`config.mk`:
```
export PLATFORM = sky130hd
export DESIGN_NAME = ac_axis_out_packer_flat
export DESIGN_NICKNAME = d
export VERILOG_FILES = /design/src/rtl/ac_pkg.sv /design/src/rtl/ac_axis_out_packer_if.sv /design/src/rtl/ac_sync_fifo.sv /design/src/rtl/ac_axis_out_packer.sv /design/src/flat_wrapper.sv
export SDC_FILE = /design/constraint.sdc
export NUM_CORES = 2
export LEC_CHECK = 0
export BUFFER_PORTS_ARGS = -buffer_cell sky130_fd_sc_hd__buf_2
export CORE_AREA = 2 2 336 305
export DETAILED_ROUTE_END_ITERATION = 10
export DIE_AREA = 0 0 338 307
export PLACE_DENSITY_LB_ADDON = 0.08
export RECOVER_POWER = 50
export SYNTH_ARGS = -nofsm -noshare
export SYNTH_HDL_FRONTEND = slang
export SYNTH_SLANG_ARGS = --single-unit
export TNS_END_PERCENT = 30
```
`constraint.sdc`:
```
create_clock -name clk -period 19.2 [get_ports clk]
set_input_delay 3.84 -clock clk [delete_from_list [all_inputs] [get_ports clk]]
set_output_delay 3.84 -clock clk [all_outputs]
set_load 0.02 [all_outputs]
```
`src/rtl/ac_pkg.sv`:
```
// ----------------------------------------------------------------------------
// ac_pkg : shared types and default widths for the access-control data paths
// Revision: 1.0
// ----------------------------------------------------------------------------
`default_nettype none

package ac_pkg;

  localparam int AC_UPSP_DATA_WIDTH = 32;
  localparam int AC_AXIS_DATA_WIDTH = 128;
  localparam int AC_FIFO_DEPTH      = 8;
  localparam int AC_GEOM_WIDTH      = 16;

  typedef enum logic [1:0] {
    AC_OUT_IDLE  = 2'd0,
    AC_OUT_RUN   = 2'd1,
    AC_OUT_DRAIN = 2'd2
  } ac_out_state_e;

  // Beat layout at the default stream width; parametrised users mirror it.
  typedef struct packed {
    logic [AC_AXIS_DATA_WIDTH-1:0]   data;
    logic [AC_AXIS_DATA_WIDTH/8-1:0] keep;
    logic                            last;
    logic                            user;
  } ac_beat_t;

  // Index width for n entries, never narrower than one bit.
  function automatic int ac_idx_width(input int n);
    return (n > 1) ? $clog2(n) : 1;
  endfunction

endpackage

`default_nettype wire

```
`src/rtl/ac_axis_out_packer_if.sv`:
```
// ----------------------------------------------------------------------------
// ac_axis_out_packer_if : pixel write port plus AXI-Stream master bundle
// Revision: 1.0
// ----------------------------------------------------------------------------
`default_nettype none

interface ac_axis_out_packer_if #(
  parameter int UPSP_DATA_WIDTH = 32,
  parameter int AXIS_DATA_WIDTH = 128
);
  logic                         upsp_ac_wrt;
  logic [UPSP_DATA_WIDTH-1:0]   upsp_ac_wdata;
  logic                         ac_upsp_wready;
  logic                         axis_tvalid;
  logic                         axis_tready;
  logic [AXIS_DATA_WIDTH-1:0]   axis_tdata;
  logic [AXIS_DATA_WIDTH/8-1:0] axis_tkeep;
  logic                         axis_tlast;
  logic                         axis_user;

  // Packer side: consumes pixels, drives the stream.
  modport master (
    input  upsp_ac_wrt, upsp_ac_wdata, axis_tready,
    output ac_upsp_wready, axis_tvalid, axis_tdata, axis_tkeep, axis_tlast, axis_user
  );

  // Environment side: produces pixels, sinks the stream.
  modport slave (
    output upsp_ac_wrt, upsp_ac_wdata, axis_tready,
    input  ac_upsp_wready, axis_tvalid, axis_tdata, axis_tkeep, axis_tlast, axis_user
  );
endinterface

`default_nettype wire

```
`src/rtl/ac_sync_fifo.sv`:
```
// ----------------------------------------------------------------------------
// ac_sync_fifo : first-word fall-through synchronous FIFO with occupancy count
// Revision: 1.0
// ----------------------------------------------------------------------------
`default_nettype none

module ac_sync_fifo
  import ac_pkg::*;
#(
  parameter  int WIDTH = 8,
  parameter  int DEPTH = 8,
  localparam int AW    = ac_idx_width(DEPTH)
) (
  input  wire              clk,
  input  wire              rst_n,
  input  wire              i_push,
  input  wire  [WIDTH-1:0] i_data,
  input  wire              i_pop,
  output logic [WIDTH-1:0] o_data,
  output logic             o_full,
  output logic             o_empty,
  output logic [AW:0]      o_count
);

  localparam int            CW     = AW + 1;
  localparam logic [AW:0]   C_FULL = CW'(DEPTH);

  logic [WIDTH-1:0] r_mem [DEPTH];
  logic [AW-1:0]    r_wr_ptr;
  logic [AW-1:0]    r_rd_ptr;
  logic [AW:0]      r_count;
  logic             w_wr;
  logic             w_rd;

  assign w_wr = i_push && (r_count != C_FULL);
  assign w_rd = i_pop && (r_count != '0);

  always_ff @(posedge clk) begin
    if (w_wr) begin
      r_mem[r_wr_ptr] <= i_data;
    end
  end

  always_ff @(posedge clk or negedge rst_n) begin
    if (!rst_n) begin
      r_wr_ptr <= '0;
      r_rd_ptr <= '0;
      r_count  <= '0;
    end else begin
      if (w_wr) r_wr_ptr <= r_wr_ptr + AW'(1);
      if (w_rd) r_rd_ptr <= r_rd_ptr + AW'(1);
      case ({w_wr, w_rd})
        2'b10:   r_count <= r_count + CW'(1);
        2'b01:   r_count <= r_count - CW'(1);
        default: r_count <= r_count;
      endcase
    end
  end

  assign o_data  = r_mem[r_rd_ptr];
  assign o_full  = (r_count == C_FULL);
  assign o_empty = (r_count == '0);
  assign o_count = r_count;

endmodule

`default_nettype wire

```
`src/rtl/ac_axis_out_packer.sv`:
```
// ----------------------------------------------------------------------------
// ac_axis_out_packer : packs pixels into framed AXI-Stream beats via a FIFO.
// Optional AC_OUT_STALL_CNT_EN adds a saturating stall_cnt output.
// Revision: 1.0
// ----------------------------------------------------------------------------
`default_nettype none

module ac_axis_out_packer
  import ac_pkg::*;
#(
  parameter int UPSP_DATA_WIDTH = AC_UPSP_DATA_WIDTH,
  parameter int AXIS_DATA_WIDTH = AC_AXIS_DATA_WIDTH,
  parameter int FIFO_DEPTH      = AC_FIFO_DEPTH,
  parameter int GEOM_WIDTH      = AC_GEOM_WIDTH
) (
  input  wire                   clk,
  input  wire                   rst_n,
  input  wire                   cfg_start,
  input  wire  [GEOM_WIDTH-1:0] cfg_line_pix,
  input  wire  [GEOM_WIDTH-1:0] cfg_lines,
  ac_axis_out_packer_if.master  bus,
  output logic                  busy,
  output logic                  interrupt_updone
`ifdef AC_OUT_STALL_CNT_EN
  ,
  output logic [31:0]           stall_cnt
`endif
);

  localparam int PIX_PER_BEAT = AXIS_DATA_WIDTH / UPSP_DATA_WIDTH;
  localparam int BYTES_PP     = UPSP_DATA_WIDTH / 8;
  localparam int KEEP_W       = AXIS_DATA_WIDTH / 8;
  localparam int LANE_W       = ac_idx_width(PIX_PER_BEAT);
  localparam int CNT_W        = ac_idx_width(FIFO_DEPTH) + 1;
  localparam int BEAT_W       = AXIS_DATA_WIDTH + KEEP_W + 2;

  typedef struct packed {
    logic [AXIS_DATA_WIDTH-1:0] data;
    logic [KEEP_W-1:0]          keep;
    logic                       last;
    logic                       user;
  } beat_t;

  ac_out_state_e              r_state;
  logic [GEOM_WIDTH-1:0]      r_line_pix;
  logic [GEOM_WIDTH-1:0]      r_lines;
  logic [GEOM_WIDTH-1:0]      r_pix_cnt;
  logic [GEOM_WIDTH-1:0]      r_line_cnt;
  logic [LANE_W-1:0]          r_lane;
  logic [AXIS_DATA_WIDTH-1:0] r_pack_data;
  logic [KEEP_W-1:0]          r_pack_keep;
  logic                       r_first;
  logic                       r_irq;

  logic                       w_full;
  logic                       w_empty;
  logic [CNT_W-1:0]           w_count;
  logic                       w_wready;
  logic                       w_acc;
  logic                       w_line_end;
  logic                       w_frame_end;
  logic                       w_push;
  logic                       w_pop;
  logic [AXIS_DATA_WIDTH-1:0] w_merge_data;
  logic [KEEP_W-1:0]          w_merge_keep;
  beat_t                      w_push_beat;
  beat_t                      w_head;

  assign w_wready    = (r_state == AC_OUT_RUN) && !w_full;
  assign w_acc       = bus.upsp_ac_wrt && w_wready;
  assign w_line_end  = (r_pix_cnt == r_line_pix - GEOM_WIDTH'(1));
  assign w_frame_end = w_line_end && (r_line_cnt == r_lines - GEOM_WIDTH'(1));
  assign w_push      = w_acc && ((r_lane == LANE_W'(PIX_PER_BEAT - 1)) || w_line_end);
  assign w_pop       = !w_empty && bus.axis_tready;

  // The completing pixel bypasses the pack register straight into the FIFO.
  always_comb begin
    w_merge_data = r_pack_data;
    w_merge_keep = r_pack_keep;
    for (int i = 0; i < PIX_PER_BEAT; i++) begin
      if (r_lane == LANE_W'(i)) begin
        w_merge_data[i*UPSP_DATA_WIDTH +: UPSP_DATA_WIDTH] = bus.upsp_ac_wdata;
        w_merge_keep[i*BYTES_PP +: BYTES_PP]               = '1;
      end
    end
  end

  assign w_push_beat = '{data: w_merge_data, keep: w_merge_keep,
                         last: w_line_end,   user: r_first};

  ac_sync_fifo #(
    .WIDTH (BEAT_W),
    .DEPTH (FIFO_DEPTH)
  ) u_fifo (
    .clk     (clk),
    .rst_n   (rst_n),
    .i_push  (w_push),
    .i_data  (w_push_beat),
    .i_pop   (w_pop),
    .o_data  (w_head),
    .o_full  (w_full),
    .o_empty (w_empty),
    .o_count (w_count)
  );

  always_ff @(posedge clk or negedge rst_n) begin
    if (!rst_n) begin
      r_state     <= AC_OUT_IDLE;
      r_line_pix  <= '0;
      r_lines     <= '0;
      r_pix_cnt   <= '0;
      r_line_cnt  <= '0;
      r_lane      <= '0;
      r_pack_data <= '0;
      r_pack_keep <= '0;
      r_first     <= 1'b0;
      r_irq       <= 1'b0;
    end else begin
      r_irq <= 1'b0;
      case (r_state)
        AC_OUT_IDLE: begin
          if (cfg_start) begin
            r_line_pix  <= cfg_line_pix;
            r_lines     <= cfg_lines;
            r_pix_cnt   <= '0;
            r_line_cnt  <= '0;
            r_lane      <= '0;
            r_pack_data <= '0;
            r_pack_keep <= '0;
            r_first     <= 1'b1;
            // An empty frame completes immediately without streaming.
            if ((cfg_line_pix == '0) || (cfg_lines == '0)) begin
              r_irq <= 1'b1;
            end else begin
              r_state <= AC_OUT_RUN;
            end
          end
        end
        AC_OUT_RUN: begin
          if (w_acc) begin
            if (w_push) begin
              r_pack_data <= '0;
              r_pack_keep <= '0;
              r_lane      <= '0;
              r_first     <= 1'b0;
            end else begin
              r_pack_data <= w_merge_data;
              r_pack_keep <= w_merge_keep;
              r_lane      <= r_lane + LANE_W'(1);
            end
            if (w_line_end) begin
              r_pix_cnt  <= '0;
              r_line_cnt <= r_line_cnt + GEOM_WIDTH'(1);
            end else begin
              r_pix_cnt  <= r_pix_cnt + GEOM_WIDTH'(1);
            end
            if (w_frame_end) begin
              r_state <= AC_OUT_DRAIN;
            end
          end
        end
        AC_OUT_DRAIN: begin
          if (w_pop && (w_count == CNT_W'(1))) begin
            r_state <= AC_OUT_IDLE;
            r_irq   <= 1'b1;
          end
        end
        default: r_state <= AC_OUT_IDLE;
      endcase
    end
  end

  // Stream fields read as zero whenever no beat is presented.
  assign bus.ac_upsp_wready = w_wready;
  assign bus.axis_tvalid    = !w_empty;
  assign bus.axis_tdata     = w_empty ? '0 : w_head.data;
  assign bus.axis_tkeep     = w_empty ? '0 : w_head.keep;
  assign bus.axis_tlast     = !w_empty && w_head.last;
  assign bus.axis_user      = !w_empty && w_head.user;
  assign busy               = (r_state != AC_OUT_IDLE);
  assign interrupt_updone   = r_irq;

`ifdef AC_OUT_STALL_CNT_EN
  logic [31:0] r_stall_cnt;

  always_ff @(posedge clk or negedge rst_n) begin
    if (!rst_n) begin
      r_stall_cnt <= '0;
    end else if ((r_state == AC_OUT_IDLE) && cfg_start) begin
      r_stall_cnt <= '0;
    end else if (busy && !w_empty && !bus.axis_tready && (r_stall_cnt != '1)) begin
      r_stall_cnt <= r_stall_cnt + 32'd1;
    end
  end

  assign stall_cnt = r_stall_cnt;
`endif

endmodule

`default_nettype wire

```
`src/flat_wrapper.sv`:
```
// flat-port wrapper written by rule: the top's interface ports become plain ports
module ac_axis_out_packer_flat import ac_pkg::*;
#(
  parameter int UPSP_DATA_WIDTH = AC_UPSP_DATA_WIDTH,
  parameter int AXIS_DATA_WIDTH = AC_AXIS_DATA_WIDTH,
  parameter int FIFO_DEPTH      = AC_FIFO_DEPTH,
  parameter int GEOM_WIDTH      = AC_GEOM_WIDTH
)
  (clk, rst_n, cfg_start, cfg_line_pix, cfg_lines, busy, interrupt_updone, bus_upsp_ac_wrt, bus_upsp_ac_wdata, bus_axis_tready, bus_ac_upsp_wready, bus_axis_tvalid, bus_axis_tdata, bus_axis_tkeep, bus_axis_tlast, bus_axis_user);
  ac_axis_out_packer_if #(.UPSP_DATA_WIDTH(UPSP_DATA_WIDTH), .AXIS_DATA_WIDTH(AXIS_DATA_WIDTH)) bus_i ();
  input  wire clk;
  input  wire rst_n;
  input  wire cfg_start;
  input  wire  [GEOM_WIDTH-1:0] cfg_line_pix;
  input  wire  [GEOM_WIDTH-1:0] cfg_lines;
  output logic busy;
  output logic interrupt_updone;
  input wire logic [$bits(bus_i.upsp_ac_wrt)-1:0] bus_upsp_ac_wrt;
  input wire logic [$bits(bus_i.upsp_ac_wdata)-1:0] bus_upsp_ac_wdata;
  input wire logic [$bits(bus_i.axis_tready)-1:0] bus_axis_tready;
  output wire logic [$bits(bus_i.ac_upsp_wready)-1:0] bus_ac_upsp_wready;
  output wire logic [$bits(bus_i.axis_tvalid)-1:0] bus_axis_tvalid;
  output wire logic [$bits(bus_i.axis_tdata)-1:0] bus_axis_tdata;
  output wire logic [$bits(bus_i.axis_tkeep)-1:0] bus_axis_tkeep;
  output wire logic [$bits(bus_i.axis_tlast)-1:0] bus_axis_tlast;
  output wire logic [$bits(bus_i.axis_user)-1:0] bus_axis_user;
  assign bus_i.upsp_ac_wrt = bus_upsp_ac_wrt;
  assign bus_i.upsp_ac_wdata = bus_upsp_ac_wdata;
  assign bus_i.axis_tready = bus_axis_tready;
  assign bus_ac_upsp_wready = bus_i.ac_upsp_wready;
  assign bus_axis_tvalid = bus_i.axis_tvalid;
  assign bus_axis_tdata = bus_i.axis_tdata;
  assign bus_axis_tkeep = bus_i.axis_tkeep;
  assign bus_axis_tlast = bus_i.axis_tlast;
  assign bus_axis_user = bus_i.axis_user;
  ac_axis_out_packer #(.UPSP_DATA_WIDTH(UPSP_DATA_WIDTH), .AXIS_DATA_WIDTH(AXIS_DATA_WIDTH), .FIFO_DEPTH(FIFO_DEPTH), .GEOM_WIDTH(GEOM_WIDTH)) u_core (.clk(clk), .rst_n(rst_n), .cfg_start(cfg_start), .cfg_line_pix(cfg_line_pix), .cfg_lines(cfg_lines), .bus(bus_i), .busy(busy), .interrupt_updone(interrupt_updone));
endmodule
```
Word level (Yosys, flattened, before mapping)
Memory sizes are Yosys's and may differ from the RTL's.
Index checks and enable logic that the tools add are counted.
{"block": "op_classes", "n_addsub": 9, "reduce_logical": 28, "n_eq_ne": 19, "mux": 45}
{"op": "$mux W128", "count": 4}
{"op": "$pmux W128 S2", "count": 1}
{"op": "$mux W16", "count": 8}
{"op": "$mux W32", "count": 4}
{"op": "$pmux W16 S2", "count": 3}
{"op": "$add A16 B1 Y16 const B", "count": 2}
{"op": "$eq A16 B16 Y1", "count": 2}
{"op": "$logic_not A16 Y1", "count": 2}
{"op": "$sub A16 B1 Y16 const B", "count": 2}
{"op": "$mux W2", "count": 8}
{"op": "$mux W4", "count": 4}
{"op": "$logic_and A1 B1 Y1", "count": 10}
{"op": "$eq A2 B2 Y1 const B", "count": 4}
{"op": "$mux W1", "count": 8}
{"op": "$ne A2 B1 Y1 const B", "count": 4}
{"op": "$pmux W4 S2", "count": 1}
{"op": "$reduce_and A4 Y1", "count": 2}
{"op": "$add A3 B1 Y3 const B", "count": 2}
{"op": "$eq A2 B1 Y1 const B", "count": 3}
{"op": "$ne A2 B2 Y1 const B", "count": 3}
{"op": "$pmux W2 S3", "count": 1}
{"op": "$reduce_bool A2 Y1", "count": 3}
{"op": "$reduce_and A5 Y1", "count": 1}
{"op": "$add A4 B1 Y4 const B", "count": 1}
{"op": "14 further kinds", "count": 18}
{"block": "totals", "mem_count": 1, "word_cells": 115, "output_inout_bits": 150, "mem_bits_rw": 1168, "in_bits": 69, "ff_bits": 224}
{"name": "u_core.u_fifo.r_mem", "depth": 8, "width": 146, "read_ports": 1, "rd_ports_with_merged_regs": 0, "write_ports": 1, "line": "ac_sync_fifo.sv:28", "source": "logic [WIDTH-1:0] r_mem [DEPTH];"}

Depth between registers and ports, before layout
{"block": "logic_depth", "word_depth": 8, "mapped_depth": 14, "depth_no_buf": 13}

Hierarchy
From an unflattened synthesis, not the netlist that was laid out.
{"block": "hier_totals", "hier_cells": 2948, "area_unflattened_um2": 56822.0}
{"mod": "ac_sync_fifo", "instances": 1, "cells_each": 1755, "seq_area_each_um2": 35323.9, "area_per_inst_um2": 44478.9}
{"mod": "ac_axis_out_packer", "instances": 1, "cells_each": 1193, "seq_area_each_um2": 5355.1, "area_per_inst_um2": 12343.1}

Worst setup path before layout
OpenSTA, ideal clock, no wires.
{"block": "synth_path", "kind": "input to register", "start": "input bus_upsp_ac_wrt", "end": "memory u_core.u_fifo.r_mem[6][0] (netlist bit) (enable)", "setup_ns": 1.060, "path_stages": 5, "path_buffers": 1, "arrival_ns": 19.528, "required_time_ns": 18.140, "slack_ns": -1.388, "cell_sequence": "inv_1 > a311oi_1 > clkbuf_1 > o21ai_2 > nor4b_1"}
{"block": "synth_between", "elab_chain_len": 5}
{"item": "from (decl)", "line": "flat_wrapper.sv:18", "source": "input wire logic [$bits(bus_i.upsp_ac_wrt)-1:0] bus_upsp_ac_wrt;"}
{"item": "$logic_and A1 B1 Y1", "line": "ac_axis_out_packer.sv:70", "source": "assign w_acc = bus.upsp_ac_wrt && w_wready;"}
{"item": "$logic_and A1 B1 Y1", "line": "ac_axis_out_packer.sv:73", "source": "assign w_push = w_acc && ((r_lane == LANE_W'(PIX_PER_BEAT - 1)) || w_line_end);"}
{"item": "$logic_and A1 B1 Y1", "line": "ac_sync_fifo.sv:35", "source": "assign w_wr = i_push && (r_count != C_FULL);"}
{"item": "$mux W1", "line": "ac_sync_fifo.sv:39", "source": "if (w_wr) begin"}
{"item": "$mux W1 (not written as such)", "line": "ac_sync_fifo.sv:40", "source": "r_mem[r_wr_ptr] <= i_data;"}
{"item": "to (decl)", "line": "ac_sync_fifo.sv:28"}
Every way passes these cells.

==> summary.txt <==
Power and ir drop
  • Total Power: 0.00973 W
  • Maximum vdd drop: 109 uV
  • Power Density: 155 mW/mm2
  • Net Sw Frac: 32.6%
  • Pint: 0.00656 W
  • Sequential power share: 40.9%
  • Clock power share: 27.2%
  • Leak: 22.2 nW
  • Net Switching: 0.00317 W
  • Share of total power in combinational logic: 31.9%

Worst hold path
  • Hold Path Class: flip-flop to flip-flop

Worst setup path
  • Critical-path maximum fanout: 70
  • R2r setup slk: 11,550 ps
  • Delay-heaviest family, CP: buffers and inverters
  • Slowest CP cell: clkbuf_1
  • Crit Path Class: primary input to asynchronous set/reset pin
  • CP Capture Type: asynchronous set/reset pin
  • CP Data Required Time: 18,600 ps
  • Worst-path cell chain: clkbuf_1 > clkbuf_1
  • Critical path data arrival time: 9510 ps
  • Setup crit start kind: primary input
  • CP bufs+invs: 2
  • Worst path max stage delay: 2870 ps
  • Most used cell, CP: clkbuf_1

Floorplanning
  • Die area: 0.104 mm2
  • IO Pins: 219
  • Die Height: 307 um
  • Cell Rows: 111
  • Starting Density: 55.2%
  • Horiz. Die Dim: 338 um
  • Core Area: 0.101 mm2

Synth
  • Multiplexer share of the synthesized area: 17.2%
  • Synthesis Warnings: 0
  • Most used DFF post-synth: edfxtp_1
  • Avg Cell Area, Syn: 19.1 um2
  • Async set-or-reset flop fraction in the synthesized netlist: 16.1%
  • Compound-gate portion of the synthesized area: 2.80%
  • Synthesized flop and latch total: 1,392
  • Syn_nets: 3,003
  • Largest family of logic cells by synthesized area: multiplexers
  • Synth Cell Area: 0.0556 mm2
  • Post-synthesis sequential area ratio: 73.1%
  • Number of synthesized flops with an enable pin: 1,168
  • Post-Synth XOR/XNOR Area: 0.958%
  • Netlist cell types: 66
  • Post-Synth Simple-Gate Area: 4.19%
  • Mapped Cells: 2,920
  • Synth Area in Adders: 0.315%

Finish
  • Area growth syn-to-layout: 12.6%
  • Fill cell count: 7,143
  • Fraction of layout cells with a size suffix above 1: 23.2%
  • Final-stage net count: 3,232

Clock network
  • CTS root buf: clkbuf_16
  • Cts bufs inserted: 139
  • CTS H-tree lvls: 4
  • CTS Buffer Depth: 3
  • CTS tree: yes
  • Clock Latency Late Sink: 730 ps
  • Post-CTS setup buffer count: 0
  • CTS clk-pin slew, worst paths: 60 ps
  • TritonCTS sink count: 1,392
  • CTS hold repair buffers: 0
  • Cts repair resizes: 0

Drt
  • DR vias: 28,500
  • Wire length per cell after detailed routing: 28.5 um
  • Post-detailed-route count of antenna-violating nets: 0
  • Via-to-Cell Ratio: 6.16
  • TritonRoute pass-1 iters: 5
  • Initial DRC Count: 2,823
  • DRC viols: 0
  • Final wirelength: 132,000 um

STA
  • RSZ-0062 raised after global routing: no
  • Tmin final: 10,110 ps
  • Setup violators final: 0
  • WHS: 481 ps
  • Tightest Pin Transition: 3950 ps
  • Crit share post-route: 52.6%
  • FMAX: 98.9 MHz
  • Rel. slew slack: -163%
  • Final Skew: 19.7 ps
  • Hold Violations, Final: 0
  • Final Max Tran Viols: 597

Global route
  • First-pass GRT wire length: 194,000 um
  • GRT Util Overall: 26.0%
  • Pin count of the biggest net entering global routing: 116
  • Global route total overflow: 0
  • Vias in the first global route: 29,400
  • Initial antenna violation count: 18

Run status
  • Status: complete, but fails checks
  • Failing checks: capacitance limit, slew limit

Run
  • Max_cap viols: 13

Placed design
  • Port bufs: 218
  • Routability congestion estimate: 0.776
  • HPWL reported at the end of detailed placement: 69,900 um
[path summary, 6_finish.rpt]
| path | depth (start not counted) | start | endpoint |
|---|---|---|---|
| max in group clk | 7 | u_core.u_fifo.r_rd_ptr[0]$_DFFE_PN0P_ | bus_axis_tdata[100] |
| worst max-delay path | 2 | rst_n | u_core.u_fifo.r_rd_ptr[2]$_DFFE_PN0P_ |
| worst max register to register | 12 | u_core.r_line_pix[0]$_DFFE_PN0P_ | u_core.u_fifo.r_mem[1][135]$_DFFE_PP_ |
| worst min register to register | 1 | u_core.r_pack_data[3]$_DFFE_PN0P_ | u_core.r_pack_data[3]$_DFFE_PN0P_ |
| min in group asynchronous | 1 | rst_n | u_core.r_pix_cnt[4]$_DFFE_PN0P_ |
| worst min-delay path | 1 | u_core.r_pack_data[3]$_DFFE_PN0P_ | u_core.r_pack_data[3]$_DFFE_PN0P_ |
[cells in the mapped netlist, drive strengths merged, types with 3 or more instances]
library cell / instances / area share, %
or4: 9 / 0.13
nor2: 202 / 1.4
dfrtp: 224 / 10
inv: 22 / 0.15
and2: 7 / 0.081
a21oi: 29 / 0.27
and3: 11 / 0.12
nor4b: 5 / 0.11
or2: 21 / 0.24
a31o: 6 / 0.094
ha: 14 / 0.31
mux2i: 150 / 2.7
xnor2: 37 / 0.60
nand3: 13 / 0.12
buf: 68 / 0.53
a31oi: 7 / 0.079
clkbuf: 110 / 0.74
a21o: 3 / 0.040
mux4: 292 / 12
nand4: 15 / 0.18
xor2: 23 / 0.36
a32o: 97 / 1.7
o21ai: 27 / 0.25
nor3: 12 / 0.12
nand2: 120 / 0.81
a41o: 4 / 0.072
edfxtp: 1168 / 63
o211ai: 4 / 0.063
nor2b: 40 / 0.45
or3: 5 / 0.056
mux2: 132 / 2.7
nor4: 22 / 0.27
[power groups by stage]
| stage | registers [W] | logic (W) | clock network, W |
|---|---|---|---|
| finish | 0.00398 | 0.00310 | 0.00264 |
| global route | 0.00401 | 0.00334 | 0.00281 |
| CTS | 0.00398 | 0.00319 | 0.00270 |
| detailed placement | 0.00404 | 0.00319 | 0 |
| global placement | 0.00403 | 0.00312 | 0 |
| floorplan | 0.00397 | 0.00223 | 0 |
[metrics by stage]
stage / area [um2] / setup TNS (ps) / util, % / setup slack, ps / cells
CTS: 62800 / 0 / 62.3 / 9350 / 4619
finish: 62700 / 0 / 62.2 / 9090 / 4629
floorplan: 55600 / -111010 / - / -380 / 2920
detailed placement: 58300 / 0 / 57.9 / 10160 / 4364
global placement: 58300 / 0 / 57.9 / 10210 / 4364
global route: 62600 / 0 / 62.2 / 7910 / 4621
[metal layers]
metal	GRT usage, %	wire, um	vias to the layer above
li1	-	-	12200
met1	36.4	55600	15200
met2	42.2	64900	915
met3	4.57	7830	194
met4	7.90	3650	0
met5	0	0	-
[kinds of logic (layout without fill, tap and decap cells)]
| kind of cell | count (synthesis) | in the layout |
|---|---|---|
| flip-flops | 1392 | 1392 |
| multiplexers | 574 | 574 |
| AND/OR/NAND/NOR | 491 | 491 |
| buffers and inverters | 200 | 543 |
| AO/OA/AOI/OAI | 189 | 189 |
| XOR/XNOR | 60 | 60 |
| adder cells (fa/ha/maj) | 14 | 14 |
| other | 0 | 10 |
[cells in the final DEF (no fill, tap or decap), types with 10 or more instances in the layout]
master     count
mux2i_1      150
nand4_1       14
clkbuf_8      20
nor2b_1       40
mux4_2       292
clkbuf_1      86
ha_1          14
mux2_1       128
nand2_1      120
clkbuf_16    146
diode_2       10
dfrtp_1      221
o21ai_0       26
buf_2        183
nor4_1        19
a21oi_1       27
a32o_1        97
nor2_1       201
buf_4         30
inv_1         22
clkinv_2      28
or2_0         14
and3_1        11
nand3_1       13
xnor2_1       36
xor2_1        23
edfxtp_1    1168
[layout make-up]
type | instances | area (um2) | area share, %
inverter | 22 | 82.6 | 0.132
sequential | 1392 | 40700 | 64.9
antenna | 10 | 25.0 | 0.0399
clock inverter | 49 | 403 | 0.643
multi-input combinational | 1328 | 14200 | 22.7
timing repair buffer | 266 | 1450 | 2.32
tap | 1356 | 1700 | 2.71
clock buffer | 206 | 4080 | 6.51
[flip-flops by register name, indices dropped and copies added (netlist names)]
name / flops
u_core.interrupt_updone: 1
u_core.r_first: 1
u_core.r_lane: 2
u_core.r_line_cnt: 16
u_core.r_line_pix: 16
u_core.r_lines: 16
u_core.r_pack_data: 128
u_core.r_pack_keep: 16
u_core.r_pix_cnt: 16
u_core.r_state: 2
u_core.u_fifo.o_count: 4
u_core.u_fifo.r_mem: 1168
u_core.u_fifo.r_rd_ptr: 3
u_core.u_fifo.r_wr_ptr: 3
Note: power is estimated with default switching activity, not from simulation.
